==> config.mk <==
export PLATFORM = sky130hd
export DESIGN_NAME = lcd_spi_sink
export DESIGN_NICKNAME = d
export VERILOG_FILES = /design/src/rtl/lcd_spi_sink.sv
export SDC_FILE = /design/constraint.sdc
export NUM_CORES = 1
export LEC_CHECK = 0
export BUFFER_PORTS_ARGS = -buffer_cell sky130_fd_sc_hd__buf_4
export CAP_MARGIN = 15
export CORE_UTILIZATION = 64
export DETAILED_ROUTE_END_ITERATION = 8
export HOLD_SLACK_MARGIN = 0.15
export PLACE_DENSITY = 0.89
export SKIP_CTS_REPAIR_TIMING = 1
export SKIP_LAST_GASP = 1
export SLEW_MARGIN = 20
export SYNTH_ARGS = -nofsm -noshare
export SYNTH_HDL_FRONTEND = slang
export SYNTH_SLANG_ARGS = --single-unit
export TNS_END_PERCENT = 10
==> constraint.sdc <==
create_clock -name sys_clk_50MHz -period 4.34 [get_ports sys_clk_50MHz]
set_input_delay 1.085 -clock sys_clk_50MHz [delete_from_list [all_inputs] [get_ports sys_clk_50MHz]]
set_output_delay 1.085 -clock sys_clk_50MHz [all_outputs]
set_load 0.01 [all_outputs]
==> src/rtl/lcd_spi_sink.sv <==
// Receive side of the LCD 4-wire SPI link: deserialises {dc,byte} words, tracks the
// CASET/RASET window and turns RAMWR data into addressed RGB565 pixel writes.
module lcd_spi_sink #(
  parameter int H_RES       = 240,
  parameter int V_RES       = 320,
  parameter int SYNC_STAGES = 2
) (
  input  logic        sys_clk_50MHz,
  input  logic        sys_rst_n,
  input  logic        spi_cs,
  input  logic        spi_sclk,
  input  logic        spi_mosi,
  input  logic        spi_dc,
  output logic        byte_valid,
  output logic [8:0]  byte_data,
  output logic        pix_valid,
  output logic [8:0]  pix_x,
  output logic [8:0]  pix_y,
  output logic [15:0] pix_data,
  output logic        frame_done,
  output logic        frag_err
);
  localparam int SS = (SYNC_STAGES < 2) ? 2 : SYNC_STAGES;

  typedef enum logic [2:0] {S_CMD, S_CASET, S_RASET, S_RAMWR, S_SKIP} state_t;

  logic [SS-1:0] cs_sync, sclk_sync, mosi_sync, dc_sync;
  logic          cs_s, sclk_s, mosi_s, dc_s, sclk_d, cs_d, sample;
  logic [2:0]    cnt;
  logic [6:0]    sh;
  logic          done;
  logic [8:0]    word;

  assign cs_s   = cs_sync[SS-1];
  assign sclk_s = sclk_sync[SS-1];
  assign mosi_s = mosi_sync[SS-1];
  assign dc_s   = dc_sync[SS-1];
  // An edge seen on the same cycle cs rises still counts: cs was low a cycle earlier.
  assign sample = sclk_s & ~sclk_d & (~cs_s | ~cs_d);

  always_ff @(posedge sys_clk_50MHz) begin
    if (!sys_rst_n) begin
      cs_sync   <= '1;
      sclk_sync <= '0;
      mosi_sync <= '0;
      dc_sync   <= '0;
      sclk_d    <= 1'b0;
      cs_d      <= 1'b1;
    end else begin
      cs_sync   <= {cs_sync[SS-2:0], spi_cs};
      sclk_sync <= {sclk_sync[SS-2:0], spi_sclk};
      mosi_sync <= {mosi_sync[SS-2:0], spi_mosi};
      dc_sync   <= {dc_sync[SS-2:0], spi_dc};
      sclk_d    <= sclk_s;
      cs_d      <= cs_s;
    end
  end

  always_ff @(posedge sys_clk_50MHz) begin
    if (!sys_rst_n) begin
      cnt        <= '0;
      sh         <= '0;
      done       <= 1'b0;
      word       <= '0;
      frag_err   <= 1'b0;
      byte_valid <= 1'b0;
      byte_data  <= '0;
    end else begin
      done       <= 1'b0;
      frag_err   <= 1'b0;
      byte_valid <= done;
      if (done) byte_data <= word;
      if (sample) begin
        sh <= {sh[5:0], mosi_s};
        if (cnt == 3'd7) begin
          done <= 1'b1;
          word <= {dc_s, sh, mosi_s};
          cnt  <= '0;
        end else if (cs_s) begin
          cnt      <= '0;
          frag_err <= 1'b1;
        end else begin
          cnt <= cnt + 3'd1;
        end
      end else if (cs_s) begin
        cnt      <= '0;
        frag_err <= (cnt != 3'd0);
      end
    end
  end

  state_t     state, state_n;
  logic [1:0] pcnt;
  logic       p_sh, p_eh;
  logic [7:0] p_sl, hi;
  logic       phase_lo;
  logic [8:0] xs, xe, ys, ye, x, y;
  logic       is_cmd, is_par, ld_x, ld_y, pix_fire, ram_start, x_end, y_end;

  always_ff @(posedge sys_clk_50MHz) begin
    if (!sys_rst_n) state <= S_CMD;
    else            state <= state_n;
  end

  always_comb begin
    state_n = state;
    if (byte_valid) begin
      if (!byte_data[8]) begin
        case (byte_data[7:0])
          8'h2A:   state_n = S_CASET;
          8'h2B:   state_n = S_RASET;
          8'h2C:   state_n = S_RAMWR;
          default: state_n = S_SKIP;
        endcase
      end else if ((state == S_CASET || state == S_RASET) && pcnt == 2'd3) begin
        state_n = S_CMD;
      end
    end
  end

  always_comb begin
    is_cmd    = byte_valid & ~byte_data[8];
    is_par    = byte_valid & byte_data[8];
    ld_x      = is_par && state == S_CASET && pcnt == 2'd3;
    ld_y      = is_par && state == S_RASET && pcnt == 2'd3;
    pix_fire  = is_par && state == S_RAMWR && phase_lo;
    ram_start = is_cmd && byte_data[7:0] == 8'h2C;
    // An inverted window collapses that axis to its start value.
    x_end     = (xs > xe) || (x == xe);
    y_end     = (ys > ye) || (y == ye);
  end

  always_ff @(posedge sys_clk_50MHz) begin
    if (!sys_rst_n) begin
      pcnt       <= '0;
      p_sh       <= 1'b0;
      p_sl       <= '0;
      p_eh       <= 1'b0;
      hi         <= '0;
      phase_lo   <= 1'b0;
      xs         <= '0;
      xe         <= 9'(H_RES - 1);
      ys         <= '0;
      ye         <= 9'(V_RES - 1);
      x          <= '0;
      y          <= '0;
      pix_valid  <= 1'b0;
      pix_x      <= '0;
      pix_y      <= '0;
      pix_data   <= '0;
      frame_done <= 1'b0;
    end else begin
      pix_valid  <= pix_fire;
      frame_done <= pix_fire & x_end & y_end;
      if (is_cmd) begin
        pcnt     <= '0;
        phase_lo <= 1'b0;
      end else if (is_par && (state == S_CASET || state == S_RASET)) begin
        pcnt <= pcnt + 2'd1;
        case (pcnt)
          2'd0:    p_sh <= byte_data[0];
          2'd1:    p_sl <= byte_data[7:0];
          2'd2:    p_eh <= byte_data[0];
          default: ;
        endcase
      end else if (is_par && state == S_RAMWR) begin
        phase_lo <= ~phase_lo;
        if (!phase_lo) hi <= byte_data[7:0];
      end
      if (ld_x) begin
        xs <= {p_sh, p_sl};
        xe <= {p_eh, byte_data[7:0]};
      end
      if (ld_y) begin
        ys <= {p_sh, p_sl};
        ye <= {p_eh, byte_data[7:0]};
      end
      if (ram_start) begin
        x <= xs;
        y <= ys;
      end else if (pix_fire) begin
        pix_x    <= x;
        pix_y    <= y;
        pix_data <= {hi, byte_data[7:0]};
        if (!x_end) begin
          x <= x + 9'd1;
        end else begin
          x <= xs;
          y <= y_end ? ys : y + 9'd1;
        end
      end
    end
  end
endmodule

==> reports/summary.log, run 1 <==
qor: sta.setup_violations 0
qor: yosys.synth_top_cells_by_area sky130_fd_sc_hd__dfxtp_1 (46%), sky130_fd_sc_hd__nand2_1 (10%), sky130_fd_sc_hd__a21oi_1 (6.5%), sky130_fd_sc_hd__mux2i_1 (5.1%), sky130_fd_sc_hd__ha_1 (5.0%)
qor: floorplanning.ios 53
qor: setup_path.worst_ep_arrival_time 3.07 ns
qor: sta.final-hold-violation-count 0
qor: layout.n_antenna_cell 0
qor: global_routing.grt_antenna_before_repair 0
qor: global_routing.grt_overflow 0
qor: worst_hold_path.worst_hold_path_type reg2reg
qor: pwr.power_switching_share 0.239
qor: sta.final-max-slew-violation-count 0
qor: yosys.yosysTopAreaCell sky130_fd_sc_hd__dfxtp_1
qor: yosys.yosysTopAreaCellShare 0.455
qor: clocking.cts_inserted_buffers 17
qor: sta.tns 0 ns
qor: yosys.mappedNetlistNets 826
qor: clocking.clk-insertion-delay-late 0.54 ns
qor: clocking.path_clk_slew 0.07 ns
qor: placement.io_buffer_count 52
qor: pwr.p_seq_frac 0.500
qor: placement.place.gp.congestion 0.953
qor: setup_path.crit_path_kind reg2reg
qor: yosys.ys.warnings.count 0
qor: pwr.portion_of_total_power_attributed_to_the_clock_network 0.486
qor: global_routing.grt_use_total 0.312
qor: setup_path.ff2ff_setup_slack 1.67 ns
qor: routing.average_wire_length_per_cell_after_detail_routing 17.0 microns
qor: layout.share_of_cells_above_drive_strength_1 0.134
qor: clocking.cts.sinks 155
qor: pwr.p_switching 0.686 mW
qor: yosys.syn_area_per_cell 8.59 sq um
qor: sta.fin_crit_sh 0.614
qor: routing.drc 0
qor: clocking.cts_tree done
qor: routing.route.vias.total 5,727
qor: setup_path.worstPathRequired 4.74 ns
qor: run.maxCapViolations 0
qor: floorplanning.fp.dieArea 11,100 sq um
qor: pwr.static-leakage-power 3.01 nW
qor: layout.area.growth.synth_to_final 12.8%
qor: sta.worst_pin_slew 1.02 ns
qor: sta.max-slew-margin-rel 0.321
qor: global_routing.vias_in_the_first_global_route 5,738
qor: yosys.gate_count_after_technology_mapping 793
qor: routing.totalWireLength 16.4 mm
qor: sta.finalClockSkew 0.00969 ns
qor: floorplanning.chipHeight 105 microns
qor: routing.postRouteAntennaNets 0
qor: pwr.post-layout-total-power 2.87 mW
qor: routing.viasPerCell 5.93
qor: routing.detail_route.first_pass.iterations 6
qor: sta.setup_repair_after_global_routing_missed_its_margin false
qor: pwr.logic_gate_share_of_total_power 0.014
qor: placement.dp_hpwl 10.7 mm
qor: sta.final.min_clock_period 2.67 ns
qor: run_status.outcome complete, no violations
qor: yosys.synth.cell_area 6820 sq um
qor: yosys.ys_dominant_reg_cell sky130_fd_sc_hd__dfxtp_1
qor: clocking.h_tree_levels 4
qor: sta.fmax 375 MHz
qor: floorplanning.floorplan.rows 37
qor: global_routing.grt_pass1_wl 27.3 mm
qor: setup_path.path_max_fanout 15
qor: routing.detailedRoute.firstIterationViolations 468
qor: pwr.power_per_cell_area 373 nW/um^2
qor: setup_path.setup.worst_path.start_class flop
qor: global_routing.grt_max_degree 50
qor: pwr.int_power 2.18 mW
qor: yosys.synth_enable_flop_cells 0
qor: floorplanning.initial_core_util 0.660
qor: floorplanning.placeableCoreArea 10,300 sq um
qor: pwr.worst_vdd_drop 0.305 mV
qor: setup_path.worst_setup_path_end_kind flop
qor: yosys.synth.yosys.seq_area_share 0.455
qor: yosys.async_flop_share 0
qor: clocking.ctsRootBufferMaster sky130_fd_sc_hd__clkbuf_8
qor: floorplanning.floorplan.die.width 105 microns
qor: clocking.cts-root-to-sink-buffers 2
qor: yosys.ys_seq_elements 155
qor: layout.nets 849
qor: yosys.post_synth_num_cell_types 61
## synthesized netlist by cell type, types with 3 or more instances
cell	n
sky130_fd_sc_hd__nand3b_1	4
sky130_fd_sc_hd__o221ai_1	5
sky130_fd_sc_hd__nand3_1	20
sky130_fd_sc_hd__o211ai_1	13
sky130_fd_sc_hd__nand4_1	13
sky130_fd_sc_hd__xnor2_1	15
sky130_fd_sc_hd__nor3_1	5
sky130_fd_sc_hd__buf_6	7
sky130_fd_sc_hd__a21oi_1	89
sky130_fd_sc_hd__nand4b_1	3
sky130_fd_sc_hd__o21ai_0	7
sky130_fd_sc_hd__and2_1	11
sky130_fd_sc_hd__nor2_1	47
sky130_fd_sc_hd__ha_1	27
sky130_fd_sc_hd__buf_2	14
sky130_fd_sc_hd__mux2i_1	35
sky130_fd_sc_hd__clkbuf_1	29
sky130_fd_sc_hd__and3_1	5
sky130_fd_sc_hd__xor2_1	16
sky130_fd_sc_hd__inv_1	30
sky130_fd_sc_hd__dfxtp_1	155
sky130_fd_sc_hd__nand2_1	187
sky130_fd_sc_hd__nand2b_1	5
## state kept, by name (all words and copies together), names as in the netlist, 3 cells and up
register,count
pix_x,9
cnt,3
sh,7
xs,9
hi,8
y,9
ys,9
byte_data,9
x,9
state,3
p_sl,8
pix_y,9
pix_data,16
ye,9
xe,9
word,9
## layout make-up
cell class | instances | area (sq um)
clock buffers | 18 | 428
repair buffers | 55 | 413
inverters | 30 | 113
flip-flops and latches | 155 | 3100
fillers | 690 | 2640
multi-input cells | 557 | 3330
clock inverters | 14 | 129
well taps | 136 | 170
## worst max-delay path, stage by stage, from the launching register on
cell                       delay (ns)
sky130_fd_sc_hd__dfxtp_1         0.38
sky130_fd_sc_hd__inv_1           0.09
sky130_fd_sc_hd__ha_1            0.29
sky130_fd_sc_hd__and4_1          0.20
sky130_fd_sc_hd__a21oi_1         0.15
sky130_fd_sc_hd__a21boi_0        0.11
sky130_fd_sc_hd__o21ai_1         0.23
sky130_fd_sc_hd__and3_1          0.67
sky130_fd_sc_hd__mux2i_1         0.29
sky130_fd_sc_hd__o221ai_1        0.14
## cells in the final DEF, fill, tap and decap left out, types with 3 or more instances in the layout
master | synthesis | layout
sky130_fd_sc_hd__nand2b_1 | 5 | 5
sky130_fd_sc_hd__inv_6 | 0 | 6
sky130_fd_sc_hd__o221ai_1 | 5 | 5
sky130_fd_sc_hd__nor3_1 | 5 | 5
sky130_fd_sc_hd__ha_1 | 27 | 27
sky130_fd_sc_hd__dfxtp_1 | 155 | 155
sky130_fd_sc_hd__inv_1 | 30 | 29
sky130_fd_sc_hd__clkbuf_16 | 0 | 16
sky130_fd_sc_hd__and2_1 | 11 | 11
sky130_fd_sc_hd__nand4_1 | 13 | 13
sky130_fd_sc_hd__nand3_1 | 20 | 20
sky130_fd_sc_hd__nand2_1 | 187 | 187
sky130_fd_sc_hd__and3_1 | 5 | 5
sky130_fd_sc_hd__o21ai_0 | 7 | 7
sky130_fd_sc_hd__buf_4 | 0 | 55
sky130_fd_sc_hd__a21oi_1 | 89 | 89
sky130_fd_sc_hd__nand4b_1 | 3 | 3
sky130_fd_sc_hd__xor2_1 | 16 | 16
sky130_fd_sc_hd__xnor2_1 | 15 | 15
sky130_fd_sc_hd__nor2_1 | 47 | 47
sky130_fd_sc_hd__mux2i_1 | 35 | 35
sky130_fd_sc_hd__nand3b_1 | 4 | 4
sky130_fd_sc_hd__o211ai_1 | 13 | 13
## metrics by stage
stage | utilization | hold WS, ns | cell area [sq um] | setup WS, ns | cells
3_5_place_dp | 0.691 | 0.414 | 7130 | 1.60 | 933
6_report | 0.745 | 0.424 | 7690 | 1.67 | 965
2_1_floorplan | - | 0.386 | 6820 | 2.31 | 793
5_1_grt | 0.745 | 0.449 | 7690 | 1.59 | 965
3_3_place_gp | 0.691 | 0.408 | 7130 | 1.66 | 933
4_1_cts | 0.745 | 0.431 | 7690 | 1.72 | 965
## final timing paths
kind              start    endpoint  depth (start not counted)
max               ye[2]        y[5]                          9
min          cs_sync[0]  cs_sync[1]                          1
min reg2reg  cs_sync[0]  cs_sync[1]                          1
max reg2reg       ye[2]        y[5]                          9
## power by group through the flow
stage	clock network, mW	registers (mW)	logic [mW]
after floorplan	0	1.46	0.0303
after global placement	0	1.46	0.0377
after detailed placement	0	1.46	0.0396
after CTS	1.39	1.43	0.0400
after global routing	1.45	1.43	0.0436
final	1.39	1.43	0.0400
## routing by layer
metal | share of wire | wire, microns | vias to the layer above | GRT usage
met1 | 0.40 | 6570 | 2713 | 0.369
met3 | 0.068 | 1120 | 50 | 0.0661
met5 | 0 | 0 | - | 0
met2 | 0.50 | 8260 | 243 | 0.547
li1 | - | - | 2721 | -
met4 | 0.028 | 465 | 0 | 0.128
## kinds of logic (layout without fill, tap and decap cells)
group                    Yosys count  in the layout  synth area share
AND/OR/NAND/NOR                  324            324             0.222
flip-flops                       155            155             0.455
AO/OA/AOI/OAI                    140            140             0.126
buffers and inverters             81            117            0.0556
multiplexers                      35             35            0.0514
XOR/XNOR                          31             31            0.0398
adder cells (fa/ha/maj)           27             27            0.0496
(Power assumes the default switching activity.)
==> run 2: changes to the inputs <==
Settings changed: CORE_UTILIZATION 64 to 54, PLACE_DENSITY 0.89 to 0.81.
Clock period 4.34 ns to 2.3 ns, I/O delays scaled along.
==> run 2 against run 1 <==
Effect of this change: first-iteration DRC count shrank 3.0%; combinational power grew 100%; sequential share of layout area shrank 2.0 points; sequential power grew 89%; final area grew 5.3%; routed wire length shrank 3.3%; worst hold slack lost 0.10 ns; flip-flop and latch count is the same; largest power group is now clock; highest routed layer unchanged.
==> reports/summary.log, run 2 (synthesis results as in run 1) <==
qor: sta.tns 0 ns [unchanged]
qor: sta.worst_hold_slack 0.320 ns [was 0.424 ns]
qor: sta.max-slew-margin-rel 0.621 [was 0.321]
qor: run_status.outcome complete, no violations [unchanged]
qor: floorplanning.ios 53 [unchanged]
qor: global_routing.grtUsageMet2 0.414 [was 0.547]
qor: layout.share_of_cells_above_drive_strength_1 0.167 [was 0.134]
qor: global_routing.grt_use_total 0.249 [was 0.312]
qor: worst_hold_path.worst_hold_path_type in2reg [was reg2reg]
qor: setup_path.critical_path.slowest_cell sky130_fd_sc_hd__dfxtp_2 [was sky130_fd_sc_hd__and3_1]
qor: setup_path.cp_top_family compound AO/OA/AOI/OAI gates [was simple AND/OR/NAND/NOR gates]
qor: sta.setup_repair_after_global_routing_missed_its_margin true [was false]
qor: sta.final.min_clock_period 2.21 ns [was 2.67 ns]
qor: sta.final_critical_path_setup_slack 0.0858 ns [was 1.67 ns]
qor: run.maxCapViolations 0 [unchanged]
qor: setup_path.crit_path_kind reg2reg [unchanged]
qor: placement.place_worst_setup_slack 0.111 ns [was 1.60 ns]
qor: setup_path.worstPathRequired 2.60 ns [was 4.74 ns]
qor: global_routing.busiest_layer met2 [unchanged]
qor: routing.average_wire_length_per_cell_after_detail_routing 15.5 microns [was 17.0 microns]
qor: global_routing.globalRouteMet1Util 0.305 [was 0.369]
qor: layout.max_reg_flops 16 [unchanged]
qor: setup_path.cpPeakStageDelay 0.34 ns [was 0.67 ns]
qor: setup_path.path_max_fanout 8 [was 15]
qor: clocking.path_clk_slew 0.06 ns [was 0.07 ns]
qor: clocking.cts-root-to-sink-buffers 2 [unchanged]
qor: global_routing.grt_antenna_before_repair 0 [unchanged]
qor: setup_path.number_of_cells_traversed_by_the_worst_register_to_register_path 10 [was 9]
qor: clocking.h_tree_levels 4 [unchanged]
qor: setup_path.setup.worst_path.start_class flop [unchanged]
qor: pwr.worst_vdd_drop 0.908 mV [was 0.305 mV]
qor: global_routing.grt_util_met3 0.0487 [was 0.0661]
qor: floorplanning.fp.dieArea 13,100 sq um [was 11,100 sq um]
qor: setup_path.cp_num_cells 10 [was 9]
qor: routing.viasPerCell 5.48 [was 5.93]
qor: floorplanning.initial_core_util 0.560 [was 0.660]
qor: layout.nets 876 [was 849]
qor: pwr.power_per_cell_area 719 nW/um^2 [was 373 nW/um^2]
qor: global_routing.grt_pass1_wl 25.0 mm [was 27.3 mm]
qor: routing.drc 0 [unchanged]
qor: floorplanning.floorplan.die.width 114 microns [was 105 microns]
qor: routing.detailedRoute.firstIterationViolations 454 [was 468]
qor: layout.registers.top_by_ff_count pix_data [unchanged]
qor: floorplanning.placeableCoreArea 12,200 sq um [was 10,300 sq um]
qor: placement.place.gp.congestion 0.870 [was 0.953]
qor: routing.detail_route.first_pass.iterations 5 [was 6]
qor: placement.dp_hpwl 10.3 mm [was 10.7 mm]
qor: sta.setup_violations 0 [unchanged]
qor: layout.n_antenna_cell 0 [unchanged]
qor: global_routing.vias_in_the_first_global_route 5,160 [was 5,738]
qor: setup_path.worst_ep_arrival_time 2.52 ns [was 3.07 ns]
qor: global_routing.grt_max_degree 77 [was 50]
qor: layout.mostFrequentLayoutCells sky130_fd_sc_hd__nand2_1 (187), sky130_fd_sc_hd__dfxtp_1 (151), sky130_fd_sc_hd__a21oi_1 (89) [was sky130_fd_sc_hd__nand2_1 (187), sky130_fd_sc_hd__dfxtp_1 (155), sky130_fd_sc_hd__a21oi_1 (89)]
qor: clocking.cts_tree done [unchanged]
qor: sta.fmax 452 MHz [was 375 MHz]
qor: setup_path.cells_traversed_along_the_worst_timing_path inv_1 -> ha_1 -> and4_1 -> a21oi_1 -> a21boi_1 -> o21ai_1 -> and3_4 -> buf_12 -> mux2i_1 -> o22ai_1 [was inv_1 -> ha_1 -> and4_1 -> a21oi_1 -> a21boi_0 -> o21ai_1 -> and3_1 -> mux2i_1 -> o221ai_1]
qor: sta.fin_crit_sh 0.963 [was 0.614]
qor: global_routing.grt_overflow 0 [unchanged]
qor: routing.postRouteAntennaNets 0 [unchanged]
qor: routing.route.vias.total 5,614 [was 5,727]
qor: placement.placed_cells_incl_taps 987 [was 933]
qor: layout.final_common_cell sky130_fd_sc_hd__nand2_1 [unchanged]
qor: placement.io_buffer_count 52 [unchanged]
qor: clocking.cts_inserted_buffers 17 [unchanged]
qor: layout.layout.cells.non_filler 1,024 [was 965]
qor: floorplanning.floorplan.rows 40 [was 37]
qor: worst_hold_path.whs_path_depth 2 [was 1]
qor: sta.final-max-slew-violation-count 0 [unchanged]
qor: floorplanning.chipHeight 114 microns [was 105 microns]
qor: sta.worst_pin_slew 0.567 ns [was 1.02 ns]
qor: pwr.static-leakage-power 3.21 nW [was 3.01 nW]
qor: clocking.cts.sinks 155 [unchanged]
qor: sta.finalClockSkew 0.0110 ns [was 0.00969 ns]
qor: layout.area.growth.synth_to_final 18.7% [was 12.8%]
qor: sta.final-hold-violation-count 0 [unchanged]
qor: routing.totalWireLength 15.9 mm [was 16.4 mm]
qor: clocking.clk-insertion-delay-late 0.44 ns [was 0.54 ns]
qor: clocking.ctsRootBufferMaster sky130_fd_sc_hd__clkbuf_16 [was sky130_fd_sc_hd__clkbuf_8]
qor: setup_path.worst_setup_path_end_kind flop [unchanged]
qor: setup_path.critical_path.n_buffers_inverters 2 [was 1]
## run 2: cell types whose count changed in the layout (fill, tap and decap cells not counted), sizes merged
cell	previous run	this run
clkbuf	18	21
bufinv	0	4
buf	55	81
inv	38	32
## run 2: report_power, final
group	switching, mW	internal [mW]	total (mW)
logic	0.0562	0.0248	0.0810
registers	0.00931	2.69	2.70
clock network	1.14	1.89	3.03
total	1.21	4.61	5.82
## run 2: per-layer routing
layer	wire [microns]	up-vias
met5	0	-
met4	378	0
met3	861	31
met2	7760	146
met1	6870	2657
li1	-	2780
## run 2: through the flow
stage / utilization / instance area (sq um) / power (mW)
2_1_floorplan: - / 6820 / 2.82
3_3_place_gp: 0.605 / 7360 / 2.84
3_5_place_dp: 0.605 / 7360 / 2.84
4_1_cts: 0.658 / 8010 / 5.84
5_1_grt: 0.665 / 8090 / 5.96
6_report: 0.665 / 8090 / 5.82
## run 2: path summary, 6_finish.rpt
kind,from,endpoint,slack [ns]
setup reg to reg,ye[2],y[7],0.09
hold reg to reg,cs_sync[0],cs_sync[1],0.42
setup / recovery,ye[2],y[7],0.09
hold / removal,spi_cs,cs_sync[0],0.32
## run 2: area by class of cell
class / instances / area [sq um]
tap: 168 / 210
fill: 974 / 4070
timing repair buffer: 82 / 658
multi-input combinational: 557 / 3360
clock buffer: 20 / 457
inverter: 30 / 114
clock inverter: 12 / 186
sequential: 155 / 3110
==> run 3: changes to the inputs <==
Settings changed: ABC_AREA from default to 1.
==> run 3 against run 2 <==
Effect of this change: first-iteration DRC count increased by 28%; power decreased by 2.4%; non-clock buffer count decreased by 11; combinational power increased by 21%; global-route usage increased by 1.0 points; final cell count increased by 13%; flip-flop and latch count unchanged; clock skew decreased by 0.0039 ns; sequential share of layout area about the same; critical path type unchanged; largest power group unchanged.
==> reports/summary.log, run 3 <==
qor: run_status.outcome complete, no violations [unchanged]
qor: routing.viasPerCell 5.24 [was 5.48]
qor: global_routing.vias_in_the_first_global_route 5,519 [was 5,160]
qor: placement.io_buffer_count 52 [unchanged]
qor: setup_path.crit_path_kind reg2reg [unchanged]
qor: layout.multiInputGateArea 3040 sq um [was 3360 sq um]
qor: run.maxCapViolations 0 [unchanged]
qor: yosys.mappedNetlistNets 960 [was 826]
qor: yosys.synth_top_cells_by_area sky130_fd_sc_hd__dfxtp_1 (45%), sky130_fd_sc_hd__nand2_1 (8.5%), sky130_fd_sc_hd__inv_1 (7.7%), sky130_fd_sc_hd__a21oi_1 (7.5%), sky130_fd_sc_hd__o21ai_0 (7.3%) [was sky130_fd_sc_hd__dfxtp_1 (46%), sky130_fd_sc_hd__nand2_1 (10%), sky130_fd_sc_hd__a21oi_1 (6.5%), sky130_fd_sc_hd__mux2i_1 (5.1%), sky130_fd_sc_hd__ha_1 (5.0%)]
qor: yosys.post_synth_num_cell_types 36 [was 61]
qor: yosys.synth_most_common_cell sky130_fd_sc_hd__nand2_1 [unchanged]
qor: sta.max-slew-margin-rel 0.626 [was 0.621]
qor: clocking.ctsRootBufferMaster sky130_fd_sc_hd__clkbuf_16 [unchanged]
qor: sta.final.min_clock_period 2.04 ns [was 2.21 ns]
qor: worst_hold_path.worst_hold_path_type in2reg [unchanged]
qor: floorplanning.chipHeight 115 microns [was 114 microns]
qor: routing.detailedRoute.firstIterationViolations 583 [was 454]
qor: global_routing.grt_use_total 0.259 [was 0.249]
qor: layout.mostFrequentLayoutCells sky130_fd_sc_hd__nand2_1 (156), sky130_fd_sc_hd__dfxtp_1 (155), sky130_fd_sc_hd__inv_1 (142) [was sky130_fd_sc_hd__nand2_1 (187), sky130_fd_sc_hd__dfxtp_1 (151), sky130_fd_sc_hd__a21oi_1 (89)]
qor: layout.area.growth.synth_to_final 17.0% [was 18.7%]
qor: yosys.ys_seq_elements 155 [unchanged]
qor: routing.route.vias.total 6,055 [was 5,614]
qor: placement.placed_cells_incl_taps 1,124 [was 987]
qor: sta.finalClockSkew 0.00706 ns [was 0.0110 ns]
qor: routing.postRouteAntennaNets 0 [unchanged]
qor: sta.setup_repair_after_global_routing_missed_its_margin false [was true]
qor: layout.final_common_cell sky130_fd_sc_hd__nand2_1 [unchanged]
qor: clocking.h_tree_levels 4 [unchanged]
qor: floorplanning.floorplan.rows 40 [unchanged]
qor: clocking.clk-insertion-delay-late 0.42 ns [was 0.44 ns]
qor: setup_path.setup.worst_path.start_class flop [unchanged]
qor: yosys.yosysTopAreaCell sky130_fd_sc_hd__dfxtp_1 [unchanged]
qor: floorplanning.fp.dieArea 13,200 sq um [was 13,100 sq um]
qor: global_routing.grt_antenna_before_repair 1 [was 0]
qor: global_routing.grt_overflow 0 [unchanged]
qor: global_routing.grt_pass1_wl 26.7 mm [was 25.0 mm]
qor: layout.registers.top_by_ff_count pix_data [unchanged]
qor: sta.setup_violations 0 [unchanged]
qor: layout.final_design_area_no_fill 8070 sq um [was 8090 sq um]
qor: yosys.synth.cell_area 6900 sq um [was 6820 sq um]
qor: placement.dp_hpwl 10.9 mm [was 10.3 mm]
qor: layout.nets 1,008 [was 876]
qor: pwr.static-leakage-power 3.57 nW [was 3.21 nW]
qor: setup_path.path_max_fanout 27 [was 8]
qor: floorplanning.ios 53 [unchanged]
qor: floorplanning.placeableCoreArea 12,200 sq um [about the same]
qor: floorplanning.floorplan.die.width 115 microns [was 114 microns]
qor: pwr.post-layout-total-power 5.68 mW [was 5.82 mW]
qor: yosys.yosysTopAreaCellShare 0.450 [was 0.455]
qor: yosys.gate_count_after_technology_mapping 927 [was 793]
qor: setup_path.worst_setup_path_end_kind flop [unchanged]
qor: clocking.cts_inserted_buffers 17 [unchanged]
qor: setup_path.worst_ep_arrival_time 2.35 ns [was 2.52 ns]
qor: yosys.ys.warnings.count 0 [unchanged]
qor: layout.n_antenna_cell 0 [unchanged]
qor: yosys.ys_dominant_reg_cell sky130_fd_sc_hd__dfxtp_1 [unchanged]
qor: yosys.synth_top_cells_by_count sky130_fd_sc_hd__nand2_1 (156), sky130_fd_sc_hd__dfxtp_1 (155), sky130_fd_sc_hd__inv_1 (142) [was sky130_fd_sc_hd__nand2_1 (187), sky130_fd_sc_hd__dfxtp_1 (155), sky130_fd_sc_hd__a21oi_1 (89)]
qor: sta.fmax 491 MHz [was 452 MHz]
qor: sta.worst_pin_slew 0.561 ns [was 0.567 ns]
qor: global_routing.grt_max_degree 128 [was 77]
qor: pwr.power_per_cell_area 704 nW/um^2 [was 719 nW/um^2]
qor: sta.fin_crit_sh 0.885 [was 0.963]
qor: sta.final-max-slew-violation-count 0 [unchanged]
qor: clocking.path_clk_slew 0.06 ns [about the same]
qor: yosys.synth_enable_flop_cells 0 [unchanged]
qor: clocking.cts_tree done [unchanged]
qor: routing.detail_route.first_pass.iterations 8 [was 5]
qor: placement.place_area 7460 sq um [was 7360 sq um]
qor: routing.drc 0 [unchanged]
qor: layout.max_reg_flops 16 [unchanged]
qor: floorplanning.initial_core_util 0.565 [was 0.560]
qor: yosys.async_flop_share 0 [unchanged]
qor: clocking.cts-root-to-sink-buffers 2 [unchanged]
qor: setup_path.worstPathRequired 2.61 ns [was 2.60 ns]
qor: routing.totalWireLength 16.1 mm [was 15.9 mm]
qor: routing.average_wire_length_per_cell_after_detail_routing 13.9 microns [was 15.5 microns]
qor: layout.filler_cell_count 1,026 [was 974]
qor: sta.tns 0 ns [unchanged]
qor: yosys.syn_area_per_cell 7.44 sq um [was 8.59 sq um]
qor: placement.place.gp.congestion 0.850 [was 0.870]
qor: sta.final-hold-violation-count 0 [unchanged]
qor: layout.seq_area 3100 sq um [was 3110 sq um]
qor: clocking.cts.sinks 155 [unchanged]
qor: yosys.synth.yosys.seq_area_share 0.450 [was 0.455]
qor: pwr.worst_vdd_drop 0.453 mV [was 0.908 mV]
qor: layout.share_of_cells_above_drive_strength_1 0.129 [was 0.167]
qor: layout.layout.cells.non_filler 1,156 [was 1,024]
run 3: cell types whose count changed after synthesis, sizes merged, moves of 16 or more:
cell	delta
a21oi	+16
inv	+116
mux2i	-35
nand2	-29
nor2	+32
o21ai	+94
run 3: power breakdown:
group          switching, mW  internal [mW]
registers            0.00430           2.69
logic                 0.0668         0.0308
clock network           1.09           1.79
total                   1.16           4.52
run 3: path summary, 6_finish.rpt:
kind,start,to,slack (ns),cells past startpoint
min reg2reg,mosi_sync[0],mosi_sync[1],0.41,2
max,xe[4],x[7],0.26,14
max reg2reg,xe[4],x[7],0.26,14
min,spi_mosi,mosi_sync[0],0.33,3
run 3: through the flow:
stage                util  setup slack [ns]  hold WS [ns]
floorplan               -             0.596         0.390
global placement    0.611             0.382         0.395
detailed placement  0.611             0.310         0.401
CTS                 0.661             0.268         0.321
global route        0.661            0.0275         0.334
finish              0.661             0.264         0.332
run 3: area by class of cell:
cell class	instances	area share
inverter	149	0.0693
multi-input combinational	581	0.377
timing repair buffer	71	0.0676
tap	168	0.0260
sequential	155	0.384
clock inverter	10	0.0172
clock buffer	22	0.0588
run 3: critical path, cell delays in order (launching register included):
cell and delay [ns]:
sky130_fd_sc_hd__dfxtp_1 0.38, sky130_fd_sc_hd__inv_1 0.07, sky130_fd_sc_hd__ha_1 0.28, sky130_fd_sc_hd__nand2_1 0.10
sky130_fd_sc_hd__inv_1 0.05, sky130_fd_sc_hd__nand2_1 0.06, sky130_fd_sc_hd__nand2_1 0.05, sky130_fd_sc_hd__nand2_1 0.05
sky130_fd_sc_hd__nand3_1 0.06, sky130_fd_sc_hd__nand2_1 0.10, sky130_fd_sc_hd__nand3_2 0.15, sky130_fd_sc_hd__nand2_4 0.27
sky130_fd_sc_hd__inv_1 0.13, sky130_fd_sc_hd__nor2_1 0.12, sky130_fd_sc_hd__nor2_1 0.04
run 3: cell families after synthesis:
kind of cell	synth area share
buf+inv	0.109
fa+ha+maj	0.0490
simple gates	0.197
flops	0.450
compound gates	0.181
xor+xnor	0.0140
run 3: per-layer routing:
layer / routed length [microns] / GRT usage / share of wire / vias to the layer above
li1: - / - / - / 3087
met1: 7360 / 0.351 / 0.46 / 2708
met2: 7240 / 0.413 / 0.45 / 222
met3: 1130 / 0.0496 / 0.070 / 36
met4: 312 / 0.0944 / 0.019 / 2
met5: 13 / 0 / 0.00081 / -
